File: config.mk
export PLATFORM = sky130hd
export DESIGN_NAME = gbt_link_sequencer
export DESIGN_NICKNAME = d
export VERILOG_FILES = /design/src/rtl/gbt_link_sequencer_pkg.sv /design/src/rtl/gbt_link_sequencer_ms_timer.sv /design/src/rtl/gbt_link_sequencer.sv
export SDC_FILE = /design/constraint.sdc
export NUM_CORES = 1
export LEC_CHECK = 0
export ABC_CLOCK_PERIOD_IN_PS = 3400
export CAP_MARGIN = 20
export CORE_MARGIN = 5
export CORE_UTILIZATION = 40
export CTS_CLUSTER_DIAMETER = 40
export DETAILED_ROUTE_END_ITERATION = 10
export GPL_TIMING_DRIVEN = 0
export PLACE_DENSITY = 0.64
export SETUP_SLACK_MARGIN = 0.4
export SYNTH_ARGS = -nofsm -noshare
export SYNTH_HDL_FRONTEND = slang
export SYNTH_SLANG_ARGS = --single-unit
File: constraint.sdc
create_clock -name ClkRs_ix -period 3.4 [get_ports ClkRs_ix]
set_input_delay 0.68 -clock ClkRs_ix [delete_from_list [all_inputs] [get_ports ClkRs_ix]]
set_output_delay 0.68 -clock ClkRs_ix [all_outputs]
set_load 0.1 [all_outputs]
File: src/rtl/gbt_link_sequencer_pkg.sv
// Shared types and constants for the GBT link reset sequencer.
package MCPkg;

  // Sequencer states; encodings 6 and 7 are unused and recover to RESET_PLL.
  typedef enum logic [2:0] {
    RESET_PLL  = 3'd0,
    WAIT_LOCK  = 3'd1,
    RESET_GBT  = 3'd2,
    WAIT_READY = 3'd3,
    LINK_UP    = 3'd4,
    HOLDOFF    = 3'd5
  } t_gbt_seq_state;

  // Saturation point of the retry counter.
  localparam logic [7:0] c_gbt_retry_max = 8'd255;

  // Clock and reset bundle shared by blocks of the 120 MHz domain.
  typedef struct packed {
    logic clk;
    logic reset;
  } t_clk_rs;

endpackage

File: src/rtl/gbt_link_sequencer_ms_timer.sv
// Millisecond counter used by the link sequencer to time each state.
// Counts tick_i pulses, clears on clr_i (clear wins over a tick), and
// reports expiry as count >= limit. Saturates instead of wrapping.
module gbt_seq_ms_timer #(
  parameter int g_cnt_w = 12
) (
  input  logic               clk,
  input  logic               rst,
  input  logic               clr_i,
  input  logic               tick_i,
  input  logic [g_cnt_w-1:0] limit_i,
  output logic               expired_o
);

  logic [g_cnt_w-1:0] cnt_d;
  logic [g_cnt_w-1:0] cnt_q;

  // Next count: clear has priority, otherwise count ticks up to all-ones.
  always_comb begin
    cnt_d = cnt_q;
    if (clr_i) begin
      cnt_d = '0;
    end else if (tick_i && !(&cnt_q)) begin
      cnt_d = cnt_q + g_cnt_w'(1);
    end
  end

  // Counter register.
  always_ff @(posedge clk or posedge rst) begin
    if (rst) begin
      cnt_q <= '0;
    end else begin
      cnt_q <= cnt_d;
    end
  end

  assign expired_o = (cnt_q >= limit_i);

endmodule

File: src/rtl/gbt_link_sequencer.sv
// GBT optical link reset sequencer (120 MHz domain).
// Sequences PLL reset, GBT Tx/Rx reset and readiness checks with bounded
// retries, holds the link down while loss-of-signal persists, and keeps a
// saturating count of failed bring-up attempts. All outputs are registered
// from the next-state value so they change together with state_o.
module gbt_link_sequencer
  import MCPkg::*;
#(
  parameter int g_pll_rst_ms       = 2,
  parameter int g_lock_timeout_ms  = 100,
  parameter int g_gbt_rst_ms       = 1,
  parameter int g_ready_timeout_ms = 2400,
  parameter int g_holdoff_ms       = 10,
  parameter int g_cnt_w            = 12
) (
  input  t_clk_rs     ClkRs_ix,
  input  logic        tick_1ms_i,
  input  logic        los_i,
  input  logic        pll_locked_i,
  input  logic        tx_ready_i,
  input  logic        rx_ready_i,
  input  logic        clear_stats_i,
  output logic        pll_reset_o,
  output logic        gbt_tx_reset_o,
  output logic        gbt_rx_reset_o,
  output logic        link_up_o,
  output logic [2:0]  state_o,
  output logic [7:0]  retry_count_o
);

  localparam logic [g_cnt_w-1:0] c_lim_pll     = g_cnt_w'(g_pll_rst_ms);
  localparam logic [g_cnt_w-1:0] c_lim_lock    = g_cnt_w'(g_lock_timeout_ms);
  localparam logic [g_cnt_w-1:0] c_lim_gbt     = g_cnt_w'(g_gbt_rst_ms);
  localparam logic [g_cnt_w-1:0] c_lim_ready   = g_cnt_w'(g_ready_timeout_ms);
  localparam logic [g_cnt_w-1:0] c_lim_holdoff = g_cnt_w'(g_holdoff_ms);

  logic clk;
  logic rst;

  assign clk = ClkRs_ix.clk;
  assign rst = ClkRs_ix.reset;

  // Synchroniser stages, bit order {los, lock, tx_ready, rx_ready}.
  logic [3:0] meta_d, meta_q;
  logic [3:0] sync_d, sync_q;
  logic       los_s, lock_s, tx_rdy_s, rx_rdy_s;

  t_gbt_seq_state state_d, state_q;
  logic           entry_d, entry_q;
  logic [7:0]     retry_d, retry_q;
  logic           pll_reset_d, pll_reset_q;
  logic           gbt_reset_d, gbt_reset_q;
  logic           link_up_d, link_up_q;
  logic           retry_inc;
  logic           tmr_clr;
  logic           tmr_expired;
  logic [g_cnt_w-1:0] tmr_limit;

  // Two-stage capture of the asynchronous status inputs.
  always_comb begin
    meta_d = {los_i, pll_locked_i, tx_ready_i, rx_ready_i};
    sync_d = meta_q;
  end

  assign {los_s, lock_s, tx_rdy_s, rx_rdy_s} = sync_q;

  // Timeout limit for the state currently being timed.
  always_comb begin
    case (state_q)
      RESET_PLL:  tmr_limit = c_lim_pll;
      WAIT_LOCK:  tmr_limit = c_lim_lock;
      RESET_GBT:  tmr_limit = c_lim_gbt;
      WAIT_READY: tmr_limit = c_lim_ready;
      HOLDOFF:    tmr_limit = c_lim_holdoff;
      default:    tmr_limit = '0;
    endcase
  end

  // Next state: LOS first, then lock loss, then the state-local rules.
  always_comb begin
    state_d   = state_q;
    retry_inc = 1'b0;
    if (state_q > HOLDOFF) begin
      state_d = RESET_PLL;
    end else if (los_s) begin
      state_d = HOLDOFF;
    end else if (!lock_s &&
                 (state_q == RESET_GBT || state_q == WAIT_READY || state_q == LINK_UP)) begin
      state_d   = RESET_PLL;
      retry_inc = 1'b1;
    end else begin
      case (state_q)
        RESET_PLL: begin
          if (tmr_expired) state_d = WAIT_LOCK;
        end
        WAIT_LOCK: begin
          if (lock_s) begin
            state_d = RESET_GBT;
          end else if (tmr_expired) begin
            state_d   = RESET_PLL;
            retry_inc = 1'b1;
          end
        end
        RESET_GBT: begin
          if (tmr_expired) state_d = WAIT_READY;
        end
        WAIT_READY: begin
          if (tx_rdy_s && rx_rdy_s) begin
            state_d = LINK_UP;
          end else if (tmr_expired) begin
            state_d   = RESET_PLL;
            retry_inc = 1'b1;
          end
        end
        LINK_UP: begin
          if (!(tx_rdy_s && rx_rdy_s)) begin
            state_d   = RESET_GBT;
            retry_inc = 1'b1;
          end
        end
        HOLDOFF: begin
          if (tmr_expired) state_d = RESET_PLL;
        end
        default: state_d = RESET_PLL;
      endcase
    end
  end

  // The counter is zero on entry and stays zero through the entry cycle, so a
  // tick there is dropped; LOS in HOLDOFF also pins it at zero.
  always_comb begin
    entry_d = (state_d != state_q);
    tmr_clr = entry_d || entry_q || (state_q == HOLDOFF && los_s);
  end

  // Retry counter: clear beats a coincident increment; saturates at the max.
  always_comb begin
    retry_d = retry_q;
    if (clear_stats_i) begin
      retry_d = '0;
    end else if (retry_inc && (retry_q != c_gbt_retry_max)) begin
      retry_d = retry_q + 8'd1;
    end
  end

  // Output decode from the next state so outputs switch with state_o.
  always_comb begin
    pll_reset_d = (state_d == RESET_PLL) || (state_d == HOLDOFF);
    gbt_reset_d = (state_d == RESET_PLL) || (state_d == WAIT_LOCK) ||
                  (state_d == RESET_GBT) || (state_d == HOLDOFF);
    link_up_d   = (state_d == LINK_UP);
  end

  // All control and output registers, asynchronously reset.
  always_ff @(posedge clk or posedge rst) begin
    if (rst) begin
      meta_q      <= '0;
      sync_q      <= '0;
      state_q     <= RESET_PLL;
      entry_q     <= 1'b1;
      retry_q     <= '0;
      pll_reset_q <= 1'b1;
      gbt_reset_q <= 1'b1;
      link_up_q   <= 1'b0;
    end else begin
      meta_q      <= meta_d;
      sync_q      <= sync_d;
      state_q     <= state_d;
      entry_q     <= entry_d;
      retry_q     <= retry_d;
      pll_reset_q <= pll_reset_d;
      gbt_reset_q <= gbt_reset_d;
      link_up_q   <= link_up_d;
    end
  end

  gbt_seq_ms_timer #(
    .g_cnt_w (g_cnt_w)
  ) u_ms_timer (
    .clk       (clk),
    .rst       (rst),
    .clr_i     (tmr_clr),
    .tick_i    (tick_1ms_i),
    .limit_i   (tmr_limit),
    .expired_o (tmr_expired)
  );

  assign pll_reset_o    = pll_reset_q;
  assign gbt_tx_reset_o = gbt_reset_q;
  assign gbt_rx_reset_o = gbt_reset_q;
  assign link_up_o      = link_up_q;
  assign state_o        = state_q;
  assign retry_count_o  = retry_q;

endmodule

==> summary.md <==
| Metric | Value |
|---|---|
| Largest family of logic cells by synthesized area | simple AND/OR/NAND/NOR gates |
| Number of flops mapped to enable cells by yosys | 0 |
| Area contributors post-synth | dfrtp_1, ha_1, xnor2_1, dfstp_2, nor2_1 |
| Syn Area/Cell | approximately 9.6 um2 |
| Storage cell area | 891 um2 |
| Top FF cell, synth | dfrtp_1 |
| Levels on crit path | 10 |
| FF-to-FF path depth | 10 |
| Clock Latency Late Sink | 0.29 ns |
| Worst-path clk slew | 0.07 ns |
| DRT Pass-1 Iters | 4 |
| Final hold violations | 0 |
| Xor/xnor cell area share of the yosys netlist | 0.0620 |
| Setup crit end | u_ms_timer.cnt_q[5]$_DFFE_PP0P_ |
| Critical Path Source Type | flip-flop |
| I/O pin total | 23 |
| Routability Congestion | 0.832 |
| Max frequency | around 350 MHz |
| CP Launch Point | state_o[2]$_DFF_PP0_ |
| Detailed-route wire length | 4420 um |
| RSZ-0062 raised after global routing | true |
| Async SR Flop Fraction | 1.00 |
| R2r endpoint | u_ms_timer.cnt_q[5]$_DFFE_PP0P_ |
| Crit-path max FO | 10 |
| First-pass GRT wire length | 7670 um |
| Worst r2r src | state_o[2]$_DFF_PP0_ |
| Most frequent cell after synthesis | dfrtp_1 |
| Starting Density | 0.416 |
| Worst Skew | 0.00444 ns |
| Pwr Total | 0.00237 W |
| Core Footprint | 4750 um2 |
| Synth top area share | 0.405 |
| Die Height | 80.3 um |
| Syn Nets | 223 |
| Maxcap violations | 0 |
| Hold WS | 0.351 ns |
| FP Rows | 25 |
| Post-Route Setup TNS | 0 ns |
| PortBufs | 20 |
| Synthesized netlist cell count | 205 |
| Final net count | 290 |
| Critical path required time | ~3.6 ns |
| Worst path cell trace | nand2b_1 > ha_1 > a21o_1 > a211oi_1 > o21ai_2 > o31ai_4 > o221ai_2 > a211o_1 > buf_6 > nor2_2 |
| CP endpoint kind | flip-flop |
| GRT overflow | 0 |
| Area of the die | 6450 um2 |
| Cell family with most CP delay | compound AO/OA/AOI/OAI gates |
| Per-cell routed wire length | approximately 13 um |
| Reg2reg setup slack | ~0.55 ns |
| Static Leak | roughly 1.2 nW |
| # setup viols final | 0 |
| CTS tree | yes |
| Fin util | 0.566 |
| Layout cell share with drive strength beyond 1 | 0.196 |
| Crit-path max cell delay | 0.52 ns |
| Shortest period the worst path allows | 2.85 ns |
| Vias in the first global route | around 1800 |
| Part of the Yosys area used for sequential elements | 0.445 |
| Largest net degree at the start of global routing | 13 |
| Status | finished clean |
| Compound-gate portion of the synthesized area | 0.133 |
| Post-Synth Adder-Cell Area | 0.0633 |
| DRC viols | 0 |
| Peak VDD IR | about 0.42 mV |
| Top cells by count, synth | dfrtp_1, nor2_1, nand2_1, a21oi_1 |
| Worst-margin pin slew | between 0.9 and 1 ns |
| Critical-path top delay cell | dfrtp_4 |
| Area taken by multi-input logic gates | about 1100 um2 |
| Setup CP Type | flip-flop to flip-flop |
| Die X | 80.3 um |
| Mapped Area | approximately 2000 um2 |
| Tot GR Track Use | 0.167 |
| Pwr/cell area | 881 nW/um2 |
| Filler cells | 442 |
| Buf+Inv Stages, Crit Path | 1 |
| Post-Place Setup Slack | 0.198 ns |
| Number of antenna violations at the first check in global routing | 0 |
| Slew Limit Fails | 0 |
| Period Utilization, post-route | 0.840 |
| Hold Path Class | flip-flop to flip-flop |
| Worst setup margin | 0.545 ns |
| Area Growth Syn to Fin | 36.1% |
| Dpl hpwl | 2840 um |
| Vias per cell | 5.06 |
| Crit path DAT | 3.08 ns |
| Area leader, netlist | dfrtp_1 |
| # diodes | 0 |
| Max-slew headroom | 0.353 |
| Ys Warns | 0 |
| ANT nets after route | 0 |
| Proportion of synthesized area in mux cells | 0.0323 |
| Hold buffer count at CTS | 0 |
| Register bit total from synthesis | 35 |
| Vias | 1736 |
| Area share of and/or/nand/nor cells after synthesis | 0.231 |
| Drt first-iter violations | 155 |
| Yosys cell types | 43 |
==> how the worst min path moves through the flow <==
| stage | cells after the start | end | slack [ns] | from |
|---|---|---|---|---|
| floorplan | 0 | sync_q[0]$_DFF_PP0_ | 0.33 | meta_q[0]$_DFF_PP0_ |
| global placement | 0 | sync_q[2]$_DFF_PP0_ | 0.33 | meta_q[2]$_DFF_PP0_ |
| detailed placement | 0 | sync_q[0]$_DFF_PP0_ | 0.34 | meta_q[0]$_DFF_PP0_ |
| CTS | 0 | sync_q[0]$_DFF_PP0_ | 0.35 | meta_q[0]$_DFF_PP0_ |
| global route | 0 | sync_q[0]$_DFF_PP0_ | 0.37 | meta_q[0]$_DFF_PP0_ |
| finish | 0 | sync_q[0]$_DFF_PP0_ | 0.35 | meta_q[0]$_DFF_PP0_ |
==> stage by stage <==
stage / cell area [um2] / std cells
floorplan: 1990 / 205
global placement: 2270 / 292
detailed placement: 2270 / 292
CTS: 2650 / 343
global route: 2690 / 343
finish: 2690 / 343
==> logic make-up (layout without fill, tap and decap cells) <==
kind of cell               after synthesis  in the layout
adders and majority gates               10             10
DFF                                     35             35
AOI/OAI and AO/OA                       35             35
buffers and inverters                   15             86
xor gates and xnor gates                14             14
and+or+nand+nor                         90             90
muxes                                    6              6
==> metal layers <==
layer / GRT usage / wire length (um) / up-vias
met4: 0.196 / 120 / 0
met5: 0 / 0 / -
met1: 0.185 / 2050 / 827
li1: - / - / 856
met3: 0.0953 / 221 / 10
met2: 0.199 / 2020 / 43
==> timing repair <==
action                     CTS  global route
cloned                       0             0
resized for setup            5            12
setup endpoints to repair   15            20
pin swaps                    1             2
buffers inserted             1             0
==> cells in the final DEF, fill, tap and decap left out, types with 2 or more instances in the layout <==
master / n
dfrtp_4: 3
dfstp_2: 3
ha_1: 10
nand2b_1: 6
nand2_1: 13
clkdlybuf4s50_1: 20
dfrtp_1: 29
nor2b_1: 3
nor4_1: 2
nand4_1: 5
a21boi_0: 2
mux2_2: 3
xnor2_1: 11
buf_2: 2
a21o_1: 2
clkbuf_8: 10
nand3_1: 10
mux2i_1: 3
buf_4: 2
a21oi_1: 12
a211oi_1: 3
nor2_2: 11
nor3_1: 10
inv_1: 42
bufinv_16: 2
a211o_1: 4
xor2_1: 3
and3_1: 2
and2_1: 2
nor2_1: 20
==> worst register-to-register path: stages (launching register included) <==
cell and delay (ns):
dfrtp_4 0.52, nand2b_1 0.26, ha_1 0.36, a21o_1 0.19, a211oi_1 0.28, o21ai_2 0.16, o31ai_4 0.31, o221ai_2 0.14
a211o_1 0.29, buf_6 0.18, nor2_2 0.11
==> final cells by class <==
cell class                 instances  area share
clock inverter                    41      0.0818
buffer                             7      0.0153
multi-input combinational        155       0.403
timing repair buffer              21      0.0772
clock buffer                      10      0.0511
sequential                        35       0.331
tap                               67      0.0311
inverter                           7     0.00976
==> sequential cells by signal, summed over array words and instances (netlist names) <==
register,count
link_up_o,1
sync_q,4
retry_count_o,8
meta_q,4
pll_reset_o,1
state_o,3
entry_q,1
u_ms_timer.cnt_q,12
gbt_rx_reset_o,1
==> power breakdown <==
| group | internal (W) | switching [W] |
|---|---|---|
| Sequential | 0.000469 | 0.0000482 |
| Combinational | 0.000293 | 0.000592 |
| Clock | 0.000495 | 0.000473 |
| Total | 0.00126 | 0.00111 |
No activity file was read; power rests on OpenSTA's default activity.
